===== config.mk =====
export PLATFORM = sky130hd
export DESIGN_NAME = intpol2_mc_controlpath
export DESIGN_NICKNAME = d
export VERILOG_FILES = /design/src/rtl/intpol2_mc_controlpath.sv
export SDC_FILE = /design/constraint.sdc
export NUM_CORES = 1
export LEC_CHECK = 0
export CAP_MARGIN = 15
export CORE_MARGIN = 1
export CORE_UTILIZATION = 25
export CTS_CLUSTER_SIZE = 28
export DETAILED_ROUTE_END_ITERATION = 8
export SLEW_MARGIN = 40
export SYNTH_ARGS = -nofsm -noshare
export SYNTH_HDL_FRONTEND = slang
export SYNTH_SLANG_ARGS = --single-unit

===== constraint.sdc =====
create_clock -name clk -period 3.4 [get_ports clk]
set_clock_uncertainty 0.15 [all_clocks]
set_input_delay 0.34 -clock clk [delete_from_list [all_inputs] [get_ports clk]]
set_output_delay 0.34 -clock clk [all_outputs]
set_load 0.01 [all_outputs]

===== src/rtl/intpol2_mc_controlpath.sv =====
// Control path for the multichannel, variable-ratio quadratic interpolator:
// sequences window priming, per-channel loads, output phases, FIFO stalls and bypass.
module intpol2_mc_controlpath #(
    parameter int CONFIG_WIDTH = 32,
    parameter int CH_NUM       = 2,
    parameter int MAX_LOG2_R   = 4,
    parameter int CHW          = (CH_NUM > 1) ? $clog2(CH_NUM) : 1,
    parameter int LRW          = $clog2(MAX_LOG2_R + 1)
) (
    input  logic                    clk,
    input  logic                    rst,
    input  logic                    start,
    input  logic                    bypass,
    input  logic [LRW-1:0]          log2_r,
    input  logic [CONFIG_WIDTH-1:0] ilen,
    input  logic                    empty_i,
    input  logic                    afull_i,
    output logic                    rd_en,
    output logic                    ld_win,
    output logic [CHW-1:0]          ch_sel,
    output logic [MAX_LOG2_R-1:0]   phase,
    output logic                    wr_en,
    output logic                    fifo_bypass,
    output logic                    clear,
    output logic                    busy,
    output logic                    stop_empty,
    output logic                    stop_afull,
    output logic                    done
);

    localparam int CNTW = CONFIG_WIDTH + 3;
    localparam int PRW  = $clog2(2 * CH_NUM + 1);
    localparam int PSW  = MAX_LOG2_R + 1;

    typedef enum logic [2:0] {IDLE, CLEAR, PRIME, READ, WRITE, BYPASS, DONE} state_t;

    state_t                  state;
    state_t                  state_nxt;
    logic [CONFIG_WIDTH-1:0] ilen_q;
    logic                    bypass_q;
    logic [LRW-1:0]          log2_r_q;
    logic [LRW-1:0]          log2_r_clamped;
    logic [CNTW-1:0]         step_cnt;
    logic [CNTW-1:0]         xfer_cnt;
    logic [CNTW-1:0]         step_target;
    logic [CNTW-1:0]         xfer_total;
    logic [PRW-1:0]          prime_cnt;
    logic [PSW-1:0]          phase_span;
    logic [MAX_LOG2_R-1:0]   phase_last;
    logic                    rd_go;
    logic                    wr_go;
    logic                    byp_go;
    logic                    phase_wrap;
    logic                    last_ch;
    logic                    prime_last;
    logic                    step_last;
    logic                    xfer_last;

    assign log2_r_clamped = (log2_r > LRW'(MAX_LOG2_R)) ? LRW'(MAX_LOG2_R) : log2_r;

    // Subtracting from the truncated span keeps the full-ratio case correct (0 - 1 = all ones).
    assign phase_span  = PSW'(1) << log2_r_q;
    assign phase_last  = phase_span[MAX_LOG2_R-1:0] - MAX_LOG2_R'(1);
    assign phase_wrap  = (phase == phase_last);

    assign step_target = CNTW'(ilen_q) - CNTW'(2);
    assign xfer_total  = CNTW'(ilen_q) * CNTW'(CH_NUM);
    assign step_last   = ((step_cnt + CNTW'(1)) == step_target);
    assign xfer_last   = ((xfer_cnt + CNTW'(1)) == xfer_total);
    assign last_ch     = (ch_sel == CHW'(CH_NUM - 1));
    assign prime_last  = (prime_cnt == PRW'(2 * CH_NUM - 1));

    assign rd_go  = ((state == PRIME) || (state == READ)) && !empty_i;
    assign wr_go  = (state == WRITE) && !afull_i;
    assign byp_go = (state == BYPASS) && (xfer_total != '0) && !empty_i && !afull_i;

    always_ff @(posedge clk or posedge rst) begin
        if (rst) begin
            state <= IDLE;
        end else begin
            state <= state_nxt;
        end
    end

    always_comb begin
        state_nxt = state;
        case (state)
            IDLE:   if (start) state_nxt = CLEAR;
            CLEAR: begin
                if (bypass_q)                        state_nxt = BYPASS;
                else if (ilen_q < CONFIG_WIDTH'(3))  state_nxt = DONE;
                else                                 state_nxt = PRIME;
            end
            PRIME:  if (rd_go && prime_last) state_nxt = READ;
            READ:   if (rd_go) state_nxt = WRITE;
            WRITE: begin
                if (wr_go && phase_wrap) begin
                    if (last_ch && step_last) state_nxt = DONE;
                    else                      state_nxt = READ;
                end
            end
            BYPASS: if ((xfer_total == '0) || (byp_go && xfer_last)) state_nxt = DONE;
            DONE:   state_nxt = IDLE;
            default: state_nxt = IDLE;
        endcase
    end

    // Job configuration, channel/phase pointers and progress counters; all hold while stalled.
    always_ff @(posedge clk or posedge rst) begin
        if (rst) begin
            ilen_q    <= '0;
            bypass_q  <= 1'b0;
            log2_r_q  <= '0;
            ch_sel    <= '0;
            phase     <= '0;
            step_cnt  <= '0;
            xfer_cnt  <= '0;
            prime_cnt <= '0;
        end else begin
            case (state)
                IDLE: begin
                    if (start) begin
                        ilen_q   <= ilen;
                        bypass_q <= bypass;
                        log2_r_q <= log2_r_clamped;
                    end
                end
                CLEAR: begin
                    ch_sel    <= '0;
                    phase     <= '0;
                    step_cnt  <= '0;
                    xfer_cnt  <= '0;
                    prime_cnt <= '0;
                end
                PRIME: begin
                    if (rd_go) begin
                        prime_cnt <= prime_cnt + PRW'(1);
                        ch_sel    <= last_ch ? '0 : ch_sel + CHW'(1);
                    end
                end
                READ: begin
                    if (rd_go) phase <= '0;
                end
                WRITE: begin
                    if (wr_go) begin
                        if (phase_wrap) begin
                            phase <= '0;
                            if (last_ch) begin
                                ch_sel   <= '0;
                                step_cnt <= step_cnt + CNTW'(1);
                            end else begin
                                ch_sel <= ch_sel + CHW'(1);
                            end
                        end else begin
                            phase <= phase + MAX_LOG2_R'(1);
                        end
                    end
                end
                BYPASS: begin
                    if (byp_go) xfer_cnt <= xfer_cnt + CNTW'(1);
                end
                default: ;
            endcase
        end
    end

    always_comb begin
        rd_en       = 1'b0;
        ld_win      = 1'b0;
        wr_en       = 1'b0;
        fifo_bypass = 1'b0;
        clear       = 1'b0;
        busy        = (state != IDLE);
        stop_empty  = 1'b0;
        stop_afull  = 1'b0;
        done        = 1'b0;
        case (state)
            CLEAR: clear = 1'b1;
            PRIME, READ: begin
                rd_en      = !empty_i;
                ld_win     = !empty_i;
                stop_empty = empty_i;
            end
            WRITE: begin
                wr_en      = !afull_i;
                stop_afull = afull_i;
            end
            BYPASS: begin
                fifo_bypass = 1'b1;
                rd_en       = byp_go;
                wr_en       = byp_go;
                stop_empty  = empty_i;
                stop_afull  = afull_i;
            end
            DONE: done = 1'b1;
            default: ;
        endcase
    end

endmodule


==> reports/qor.tcl <==
set qor(fp.dieH_um) 186.2
set qor(netlist_top_cells_area) {dfrtp_1 (35%), xnor2_1 (9.4%), o21ai_0 (6.3%), mux2_2 (4.0%), nand2_1 (3.8%)}
set qor(synth_edf_count) 0
set qor(grt_util_all_layers_pct) 17.00
set qor(cpPeakStageDelay_ns) 0.49
set qor(data_arrival_time_of_the_critical_path_ns) 3.46
set qor(synth.ff_latch_count) 117
set qor(initial_core_util_pct) 25.36
set qor(layout_worst_path_cycle_share_pct) 96.22
set qor(crit_chain) {ha_1 > buf_4 > nand3_1 > or4_4 > or3_1 > a22oi_1 > nand4_1 > nor4_4 > a31oi_4 > or2_1 > o31ai_1}
set qor(layout_min_cycle_time_ns) 3.272
set qor(power.leakage_nw) 4.132
set qor(clkLatencyLatePin_ns) 0.43
set qor(fmaxAchievable_mhz) 305.7
set qor(largest_area_contributor_in_the_netlist) {dfrtp_1}
set qor(floorplan.die.width_um) 186.2
set qor(synth.yosys.warnings) 0
set qor(min-delay-path-class) {input port to asynchronous set/reset pin}
set qor(detailedRoute.firstIterationViolations) 801
set qor(grt_start_max_net_pins) 72
set qor(antennaDiodeCount) 0
set qor(vias) 8333
set qor(nets) 1167
set qor(hpwl_um) 21100
set qor(synthTopCellsByCount) {dfrtp_1 (117), o21ai_0 (106), xnor2_1 (91)}
set qor(globalRoute.totalOverflow) 0
set qor(route.final.wire_length_um) 28510
set qor(design.die.area_um2) 34670
set qor(numPortBuffers) 54
set qor(total_count_of_hold_check_failures_in_the_final_report) 0
set qor(vias_in_the_first_global_route) 8088
set qor(totalPowerFinal_mw) 7.053
set qor(worstPathRequired_ns) 3.59
set qor(worstRegToRegCells) 11
set qor(pwr_density_cell_nw_per_um2) 653.4
set qor(h-tree-depth) 4
set qor(ctsLongestPathBuffers) 2
set qor(tritoncts) {yes}
set qor(end_kind) {register}
set qor(drt-vias-per-instance) 5.274
set qor(maxSlewHeadroom_pct) 51.32
set qor(slew_violations) 0
set qor(cts_num_sinks) 117
set qor(synth_cell_type_count) 65
set qor(cap_violations) 0
set qor(gp_congestion) 0.8921
set qor(drt_pass_1_iters) 5
set qor(crit-reg2reg-capture) {state[0]}
set qor(critical_path.reg2reg.startpoint) {xfer_cnt[0]}
set qor(final_layout_size_suffix_gt1_share_pct) 17.58
set qor(netlist_area_um2) 8483
set qor(status) {finished clean}
set qor(cts-buffers-inserted) 17
set qor(worst-setup-path-type) {register to register}
set qor(wire_per_inst_um) 18.04
set qor(yosys.cell_count.top_type) {dfrtp_1}
set qor(root_buffer) {clkbuf_16}
set qor(tightestPinTransition_ns) 0.7286
set qor(critical_path_fanouts_max) 9
set qor(areaGrowthSynthToFinish_pct) 27.26
set qor(drtAntennaViolNets) 0
set qor(row_count) 67
set qor(synth_area_per_cell_um2) 8.383
set qor(drc) 0
set qor(postLayoutCoreUtil_pct) 32.27
set qor(worst-r2r-setup-slack_ns) 0.13
set qor(cts-hold-fix-buffers) 0
set qor(startpoint_type) {register}
set qor(vdd_drop_max_mv) 0.2995
set qor(io_pins) 55
set qor(netlist_instances) 1012
set qor(global_route_wire_length_before_repair_um) 45170
set qor(slowest_cp_cell) {or4_4}
set qor(clk_pin_slew_ns) 0.06
set qor(coreArea_um2) 33450
set qor(postSynth.topFlopCell) {dfrtp_1}
set qor(initial_antenna_violation_count) 0
set qor(rsz_0062_raised_after_global_routing) {true}
set qor(setup_violations) 0
set qor(seq_area_frac_synth_pct) 34.51
set qor(synth.net_count) 1060
set qor(synth_top_area_share_pct) 34.51
set qor(synthArstFlopShare_pct) 100.0
## power by group
| part | total (mW) | internal, mW | switching, mW |
|---|---|---|---|
| logic | 3.39 | 1.51 | 1.88 |
| registers | 2.02 | 1.66 | 0.355 |
| clock network | 1.65 | 0.944 | 0.705 |
| total | 7.05 | 4.12 | 2.94 |
## stage by stage
step / std cells / worst slack [ns] / setup TNS (ns) / area (um2) / hold slack [ns]
floorplan: 1012 / 0.1527 / 0 / 8487 / 0.3068
global placement: 1547 / 0.02224 / 0 / 10140 / 0.3380
detailed placement: 1547 / -0.05950 / -0.1292 / 10140 / 0.3429
CTS: 1579 / 0.03487 / 0 / 10680 / 0.2509
global route: 1580 / -0.02912 / -0.02912 / 10800 / 0.2757
finish: 1580 / 0.1284 / 0 / 10800 / 0.2290
## flip-flops by register name, summed over array words and instances, names as in the netlist
signal	count
ilen_q	32
ch_sel	1
log2_r_q	3
state	3
xfer_cnt	35
phase	4
prime_cnt	3
bypass_q	1
step_cnt	35
## worst max-delay path: cells and delay by family, from the launching register on
family,cells,cell delay [ns]
AOI/OAI and AO/OA,3,0.53
adders and majority gates,1,0.18
buffers and inverters,1,0.17
DFF,1,0.35
and+or+nand+nor,6,1.80
## cells by family (layout without fill, tap and decap cells)
| kind of cell | after synthesis | count (layout) | share of synthesized area [%] |
|---|---|---|---|
| multiplexers | 33 | 33 | 4.336 |
| XOR/XNOR | 121 | 121 | 12.98 |
| AO/OA/AOI/OAI | 250 | 250 | 18.63 |
| AND/OR/NAND/NOR | 389 | 389 | 24.09 |
| adder cells (fa/ha/maj) | 7 | 7 | 1.032 |
| buffers and inverters | 95 | 215 | 4.425 |
| flip-flops | 117 | 117 | 34.51 |
## repair_timing
action	in CTS	in global routing
setup buffers	0	1
resized for setup	2	21
pin swaps	0	2
setup endpoints to repair	5	6
## layout by cell type (no fill, tap or decap), types with 5 or more instances in the layout
| master | instances |
|---|---|
| a31oi_1 | 15 |
| mux2_2 | 30 |
| dfrtp_1 | 115 |
| nand3_1 | 44 |
| clkdlybuf4s50_1 | 54 |
| nor2_1 | 68 |
| o211ai_1 | 5 |
| and2_1 | 9 |
| clkinvlp_4 | 6 |
| o41ai_1 | 12 |
| xor2_1 | 27 |
| nand4_1 | 33 |
| and3_1 | 21 |
| nor2b_1 | 7 |
| a21oi_1 | 24 |
| o21a_1 | 8 |
| o31ai_1 | 39 |
| nor4_1 | 25 |
| and4_1 | 7 |
| buf_4 | 100 |
| nand3b_1 | 5 |
| or4_1 | 7 |
| a211oi_1 | 5 |
| nor4_2 | 5 |
| nand2_1 | 85 |
| inv_1 | 23 |
| ha_1 | 7 |
| a22o_1 | 5 |
| clkbuf_16 | 17 |
| nand2b_1 | 6 |
| or3_1 | 14 |
| xnor2_1 | 91 |
| nor3_2 | 5 |
| o21ai_0 | 106 |
| nor3_1 | 22 |
## how the worst max path moves through the flow
stage / slack, ns / cells past startpoint / endpoint / startpoint
floorplan: 0.15 / 11 / state[2] / xfer_cnt[0]
global route: -0.03 / 10 / state[0] / xfer_cnt[5]
CTS: 0.03 / 10 / state[0] / xfer_cnt[6]
finish: 0.13 / 11 / state[0] / xfer_cnt[0]
global placement: 0.02 / 11 / state[0] / xfer_cnt[0]
detailed placement: -0.06 / 10 / state[0] / xfer_cnt[0]
## metal layers
layer / part of all wire, % / up-vias / GRT usage, %
met5: 0 / - / 0
met4: 3.3 / 0 / 6.820
met3: 5.4 / 59 / 2.862
met2: 49 / 281 / 27.96
met1: 43 / 4062 / 22.11
li1: - / 3931 / -
## area by class of cell
class / count / area (um2)
flip-flops and latches: 117 / 2930
inverters: 25 / 97.59
multi-input cells: 800 / 5305
clock buffers: 20 / 446.7
clock inverters: 12 / 83.83
well taps: 448 / 560.5
repair buffers: 158 / 1371
fillers: 3467 / 22650
(Power assumes the default switching activity.)
